### src/rtl/io_output_if.sv
// io_output_if
//   Groups the CPU store/readback bus and the four peripheral output
//   channels of the io_output block.
//   master : the CPU/peripheral side; drives address, data, strobe and acks.
//   slave  : the io_output block; drives port data, valid flags and readback.
//   Signals:
//     addr, datain, write_io_enable : CPU store bus
//     io_read_data                  : combinational CPU readback
//     out_port0..3, out_valid       : per-port data and "new data pending"
//     out_ack                       : per-port peripheral acknowledge
interface io_output_if;
  logic [31:0] addr;
  logic [31:0] datain;
  logic        write_io_enable;
  logic [3:0]  out_ack;
  logic [31:0] out_port0;
  logic [31:0] out_port1;
  logic [31:0] out_port2;
  logic [31:0] out_port3;
  logic [3:0]  out_valid;
  logic [31:0] io_read_data;

  modport master (
    output addr, datain, write_io_enable, out_ack,
    input  out_port0, out_port1, out_port2, out_port3, out_valid, io_read_data
  );

  modport slave (
    input  addr, datain, write_io_enable, out_ack,
    output out_port0, out_port1, out_port2, out_port3, out_valid, io_read_data
  );
endinterface

### src/rtl/io_output.sv
// io_output
//   Memory-mapped output-port block. CPU stores to 0x80/0x84/0x88/0x8C load
//   four 32-bit output registers, each with a valid/ack handshake toward its
//   peripheral and a sticky overrun flag. 0x90 is a read-only status word,
//   0x94 is a write-1-to-clear overrun register (reads as zero).
//   Ports:
//     io_clk : I/O clock, all state changes on its rising edge
//     resetn : synchronous active-low reset
//     bus    : io_output_if.slave (store bus, readback, port channels)
//   Parameter:
//     RST_VAL : value loaded into every output port register on reset
module io_output #(
  parameter logic [31:0] RST_VAL = 32'h0000_0000
) (
  input  logic        io_clk,
  input  logic        resetn,
  io_output_if.slave  bus
);

  localparam logic [5:0] SEL_STATUS  = 6'b100100;
  localparam logic [5:0] SEL_OVR_CLR = 6'b100101;

  logic [31:0] port_q [4];
  logic [31:0] port_d [4];
  logic [3:0]  valid_q, valid_d;
  logic [3:0]  overrun_q, overrun_d;
  logic [5:0]  sel;

  assign sel = bus.addr[7:2];

  // Next-state logic. Acks clear pending flags first; a port write applied
  // afterwards re-sets the flag, which is how "write wins over ack" falls
  // out. Overrun only counts when the old data was neither consumed by an
  // ack this cycle nor already acknowledged.
  always_comb begin
    for (int i = 0; i < 4; i++) begin
      port_d[i] = port_q[i];
    end
    overrun_d = overrun_q;
    valid_d   = valid_q & ~bus.out_ack;

    if (bus.write_io_enable) begin
      // sel[5:2] == 4'b1000 covers exactly the four port addresses
      if (sel[5:2] == 4'b1000) begin
        port_d[sel[1:0]]  = bus.datain;
        valid_d[sel[1:0]] = 1'b1;
        if (valid_q[sel[1:0]] && !bus.out_ack[sel[1:0]]) begin
          overrun_d[sel[1:0]] = 1'b1;
        end
      end else if (sel == SEL_OVR_CLR) begin
        overrun_d = overrun_q & ~bus.datain[3:0];
      end
    end
  end

  // State registers; reset overrides any same-cycle write or ack.
  always_ff @(posedge io_clk) begin
    if (!resetn) begin
      for (int i = 0; i < 4; i++) begin
        port_q[i] <= RST_VAL;
      end
      valid_q   <= 4'b0000;
      overrun_q <= 4'b0000;
    end else begin
      for (int i = 0; i < 4; i++) begin
        port_q[i] <= port_d[i];
      end
      valid_q   <= valid_d;
      overrun_q <= overrun_d;
    end
  end

  // Combinational readback with no side effects; unmapped addresses and the
  // clear register read as zero.
  always_comb begin
    bus.io_read_data = 32'h0;
    if (sel[5:2] == 4'b1000) begin
      bus.io_read_data = port_q[sel[1:0]];
    end else if (sel == SEL_STATUS) begin
      bus.io_read_data = {24'h0, overrun_q, valid_q};
    end
  end

  assign bus.out_port0 = port_q[0];
  assign bus.out_port1 = port_q[1];
  assign bus.out_port2 = port_q[2];
  assign bus.out_port3 = port_q[3];
  assign bus.out_valid = valid_q;

endmodule

### src/flat_wrapper.sv
// flat-port wrapper written by rule: the top's interface ports become plain ports
module io_output_flat 
#(
  parameter logic [31:0] RST_VAL = 32'h0000_0000
)
  (io_clk, resetn, bus_addr, bus_datain, bus_write_io_enable, bus_out_ack, bus_out_port0, bus_out_port1, bus_out_port2, bus_out_port3, bus_out_valid, bus_io_read_data);
  io_output_if bus_i ();
  input  logic io_clk;
  input  logic resetn;
  input wire logic [$bits(bus_i.addr)-1:0] bus_addr;
  input wire logic [$bits(bus_i.datain)-1:0] bus_datain;
  input wire logic [$bits(bus_i.write_io_enable)-1:0] bus_write_io_enable;
  input wire logic [$bits(bus_i.out_ack)-1:0] bus_out_ack;
  output wire logic [$bits(bus_i.out_port0)-1:0] bus_out_port0;
  output wire logic [$bits(bus_i.out_port1)-1:0] bus_out_port1;
  output wire logic [$bits(bus_i.out_port2)-1:0] bus_out_port2;
  output wire logic [$bits(bus_i.out_port3)-1:0] bus_out_port3;
  output wire logic [$bits(bus_i.out_valid)-1:0] bus_out_valid;
  output wire logic [$bits(bus_i.io_read_data)-1:0] bus_io_read_data;
  assign bus_i.addr = bus_addr;
  assign bus_i.datain = bus_datain;
  assign bus_i.write_io_enable = bus_write_io_enable;
  assign bus_i.out_ack = bus_out_ack;
  assign bus_out_port0 = bus_i.out_port0;
  assign bus_out_port1 = bus_i.out_port1;
  assign bus_out_port2 = bus_i.out_port2;
  assign bus_out_port3 = bus_i.out_port3;
  assign bus_out_valid = bus_i.out_valid;
  assign bus_io_read_data = bus_i.io_read_data;
  io_output #(.RST_VAL(RST_VAL)) u_core (.io_clk(io_clk), .resetn(resetn), .bus(bus_i));
endmodule
### config.mk
export PLATFORM = sky130hd
export DESIGN_NAME = io_output_flat
export DESIGN_NICKNAME = d
export VERILOG_FILES = /design/src/rtl/io_output_if.sv /design/src/rtl/io_output.sv /design/src/flat_wrapper.sv
export SDC_FILE = /design/constraint.sdc
export NUM_CORES = 1
export LEC_CHECK = 0
export BUFFER_PORTS_ARGS = -buffer_cell sky130_fd_sc_hd__buf_4
export CORE_MARGIN = 2
export CORE_UTILIZATION = 37
export CTS_CLUSTER_DIAMETER = 100
export DETAILED_ROUTE_END_ITERATION = 10
export PLACE_DENSITY_LB_ADDON = 0.3
export SETUP_SLACK_MARGIN = 0.2
export SLEW_MARGIN = 20
export SYNTH_ARGS = -nofsm -noshare
export SYNTH_HDL_FRONTEND = slang
export SYNTH_SLANG_ARGS = --single-unit
### constraint.sdc
create_clock -name io_clk -period 2 [get_ports io_clk]
set_input_delay 0.4 -clock io_clk [delete_from_list [all_inputs] [get_ports io_clk]]
set_output_delay 0.4 -clock io_clk [all_outputs]
set_load 0.01 [all_outputs]
### Word level (Yosys, flattened, before mapping)

Memory sizes are Yosys's and may differ from the RTL's.
Index checks and enable logic that the tools add are counted.

* register bits after elaboration: 8
* latch bits: 0
* memory bits (writable): 128
* memory bits (read-only): 0
* word-level logic and storage cells: 52
* memories: 1

Memory list
* u_core.port_q: depth 4, bits a word 32, read ports 5, clocked after Yosys merged registers in 0, wr ports 4, line io_output.sv:23 `logic [31:0] port_q [4];`

* add/subtract/negate cells: 0
* multipliers: 0
* div/mod/pow operators: 0
* magnitude comparators: 4
* eq/ne operators: 4
* shifts and indexed selects: 0
* multiplexer cells: 24
* bitwise logic cells: 11
* reductions and logical operators: 6

Operators by type and width (count)
* 128-bit two-way mux: 2
* 32-bit two-way mux: 6
* 128-bit bitwise mux: 1
* 32-bit demux with 2-bit select: 1
* 4-bit two-way mux: 5
* 6-bit equality test (second input constant): 2
* 4-bit bitwise AND: 2
* 8-bit two-way mux: 1
* 4-bit inverter: 2
* 4-bit OR: 2
* 1-bit two-way mux: 5
* 1-bit binary-select mux with 2-bit select: 2
* 4-bit equality test (second input constant): 1
* 1-bit OR: 4
* 3-bit greater-or-equal comparator (second input constant): 1
* 1-bit logical AND: 3
* 2-bit by 3-bit less-than comparator with 1-bit output (second input constant): 1
* 3-bit by 1-bit less-than comparator with 1-bit output (second input constant): 1
* 2-bit inverter with 3-bit output: 1
* 3-bit AND reduction: 1
* 1-bit demux with 2-bit select: 1
* 2-bit by 1-bit greater-or-equal comparator with 1-bit output (second input constant): 1
* 2-bit inequality test (second input constant): 1
* 2-bit nonzero test: 1
* 1-bit logical NOT: 1

### Depth between registers and ports, before layout

* depth after elaboration: 9
* mapped depth: 6

### Worst setup path before layout

OpenSTA, ideal clock, no wires.

* kind: input -> output
* start: input port bus_addr[2]
* end: output port bus_io_read_data[14]
* data arrival time: 1.690 ns
* required time: 1.600 ns
* path slack: -0.090 ns
* cell stages on the path: 5
* buffers on the path: 3
* cell sequence: buf_2 > buf_2 > clkbuf_1 > mux4_2 > and2_1

* word-level cells in the longest chain between the ends: 2

Ends and longest elaborated chain
* from (decl): line flat_wrapper.sv:10 `input wire logic [$bits(bus_i.addr)-1:0] bus_addr;`
* memory read 4 x 32 bit
* 32-bit two-way mux: line io_output.sv:77 `if (sel[5:2] == 4'b1000) begin`
* to (decl): line flat_wrapper.sv:19 `output wire logic [$bits(bus_i.io_read_data)-1:0] bus_io_read_data;`

Every way passes these cells.

==> qor.yml <==
pwr:
  power_density_nw_per_um2: 624
  seq_power_share_pct: 44.6
  p_sw_share_pct: 22.7
  ir_drop_mv: 0.571
  comb_power_share_pct: 7.3
  internal_power_uw: 4720
  clkPwrFrac_pct: 48.1
  power.leakage_uw: 0.00516
  switchingPower_uw: 1390
timing:
  max_slew.worst_pin.slew_ns: 0.443
  setup_tns_ns: 0
  maxSlewViolCount: 0
  fmax_mhz: 511
  finClkSkew_ns: 0.000367
  timing.slew.headroom_pct: 70.5
  setup_violations: 0
  period_minus_slack_ns: 1.96
  grt_setup_unrepaired: "yes"
  finalCritPeriodShare_pct: 97.9
  hold_viol_final: 0
clock_network:
  htreeDepth: 4
  clk_latency_ns: 0.42
  clk_pin_slew_worst_paths_ns: 0.06
  root_buffer: "clkbuf_16"
  cts_sinks: 136
  clockBufferDepth: 2
  cts_tree: "yes"
  cts_buffers: 17
floorplan:
  io_pins: 235
  row_count: 46
  fp.dieW_um: 132
  core_area_um2: 15900
  start_util_pct: 37.9
  die_h_um: 132
  fp.dieArea_um2: 17400
placed_design:
  globalplace.congestion: 0.812
  dpl.hpwl_mm: 12.7
  dp.cells: 975
  port_buffers: 208
logic_synthesis:
  ys_ff_latch: 136
  syn_inst: 571
  synthesis.area_um2: 6050
  synth_edf_count: 0
  async_reset_ff_share_pct: 0
  ys_warn_count: 0
  synth_cell_types: 28
  syn-num-nets: 642
  synth_top_area_share_pct: 45.0
  yosysSeqAreaShare_pct: 45.0
  yosys.area.top_type: "dfxtp_1"
  syn_avg_cell_area_um2: 10.6
  synth_top_cells_by_count: "nand2_1 (165), dfxtp_1 (136), mux2i_1 (130), mux4_2 (31), clkbuf_1 (25)"
  synth_top_flop_cell: "dfxtp_1"
  synth_most_common_cell: "nand2_1"
  yosys-top-cells-area: "dfxtp_1 (45%), mux2i_1 (22%), mux4_2 (12%)"
global_route:
  grt_max_degree: 61
  grt_pass1_wl_mm: 30.5
  overflow: 0
  grtUsageTotal_pct: 22.4
  antenna_found_initial: 0
  grt_pass1_vias: 5650
worst_setup_path:
  path_cells: "mux4_2 > a22o_1 > buf_6"
  startpoint_type: "flop"
  cp-end-kind: "output pin"
  worstSetupPathType: "flop to output pin"
  crit_slowest_cell: "mux4_2"
  r2r_cells: 4
  cpPeakStageDelay_ns: 0.46
  crit_arrival_ns: 1.56
  crit_fanout: 2
  critPathRequiredTime_ns: 1.60
drt:
  routed_via_density: 5.06
  dr.pass1.iters: 6
  vias: 5601
  wirelength_mm: 19.9
  ant_nets: 0
  routedWlPerCell_um: 18.0
  drt-initial-drc-count: 369
  drcViolationCount: 0
worst_hold_path:
  hold_path.class: "input port to flop"
  whs_path_depth: 3
finish:
  diodes: 0
  syn2layout_area_growth_pct: 62.0
  utilization_pct: 61.4
  drive_gt1_share_pct: 60.1
  fin_nets: 949
  finalNonFillerCells: 1106
status:
  outcome: "complete, no violations"
job:
  drv_cap: 0
path summary, 6_finish.rpt:
path | start | end | slack [ns]
max reg2reg | u_core.port_q[3][2]$_SDFFE_PN0P_ | u_core.port_q[3][2]$_SDFFE_PN0P_ | 1.19
max | u_core.port_q[3][7]$_SDFFE_PN0P_ | bus_io_read_data[7] | 0.04
min reg2reg | u_core.port_q[0][7]$_SDFFE_PN0P_ | u_core.port_q[0][7]$_SDFFE_PN0P_ | 0.47
min | bus_out_ack[0] | u_core.overrun_q[0]$_SDFFE_PN0P_ | 0.29
registers in the layout, summed over array words and instances, names as in the netlist:
signal / count
u_core.bus.out_valid: 4
u_core.port_q: 128
u_core.overrun_q: 4
critical path: cells and delay by family (launching register included):
family,cells,cell delay [ns]
compound gates,1,0.23
mux,1,0.46
buf+inv,1,0.12
flops,1,0.32
layout make-up:
| cell class | count | area (µm²) |
|---|---|---|
| Timing Repair Buffer | 334 | 2910 |
| Clock inverter | 10 | 77.6 |
| Tap cell | 216 | 270 |
| Sequential cell | 136 | 2860 |
| Multi-Input combinational cell | 388 | 3210 |
| Fill cell | 1295 | 6150 |
| Inverter | 1 | 6.26 |
| Clock buffer | 21 | 470 |
stage by stage:
| step | hold WS, ns | total power [µW] | worst slack (ns) | area (µm²) |
|---|---|---|---|---|
| detailed placement | 0.468 | 3150 | -0.0748 | 7980 |
| global route | 0.288 | 6300 | -0.0185 | 9800 |
| CTS | 0.266 | 6130 | 0.0136 | 9450 |
| floorplan | 0.468 | 2990 | 0.203 | 6110 |
| finish | 0.287 | 6110 | 0.0416 | 9800 |
| global placement | 0.456 | 3140 | -0.0464 | 7980 |
cells by family after synthesis:
kind of cell,synth area share [%]
AND/OR/NAND/NOR,15.2
multiplexers,33.1
flip-flops,45.0
buffers and inverters,3.93
AO/OA/AOI/OAI,2.77
repair_timing:
item,4_1_cts,5_1_grt
gates cloned,2,2
resized for setup,137,46
hold buffers,0,0
setup buffers,73,23
pin swaps,19,11
endpoints found under the setup margin,32,32
power groups by stage:
stage | combinational [µW] | sequential [µW] | clock (µW)
5_1_grt | 473 | 2730 | 3100
3_3_place_gp | 351 | 2790 | 0
2_1_floorplan | 195 | 2790 | 0
3_5_place_dp | 361 | 2790 | 0
4_1_cts | 418 | 2730 | 2980
6_report | 444 | 2730 | 2940
layer usage:
metal	GRT usage (%)	vias to the layer above	wire [µm]
met5	0	-	0
met2	38.7	207	10300
met3	5.73	36	1100
li1	-	2610	-
met4	10.1	0	511
met1	26.3	2748	8000
cells in the final DEF, fill, tap and decap left out, types with 2 or more instances in the layout:
| cell | count |
|---|---|
| clkbuf_16 | 19 |
| clkinv_2 | 8 |
| buf_16 | 2 |
| buf_4 | 281 |
| a21boi_1 | 2 |
| nand2b_1 | 5 |
| mux4_2 | 31 |
| mux2i_1 | 130 |
| nor3_1 | 2 |
| o31ai_1 | 2 |
| buf_12 | 13 |
| and2_4 | 24 |
| o41ai_1 | 2 |
| nand2_1 | 165 |
| dfxtp_2 | 108 |
| dfxtp_1 | 28 |
| o311ai_0 | 4 |
| a21boi_0 | 2 |
| clkbuf_8 | 3 |
| buf_6 | 34 |
| nand4_4 | 2 |
| a22o_1 | 7 |
Note: power is estimated with default switching activity, not from simulation.
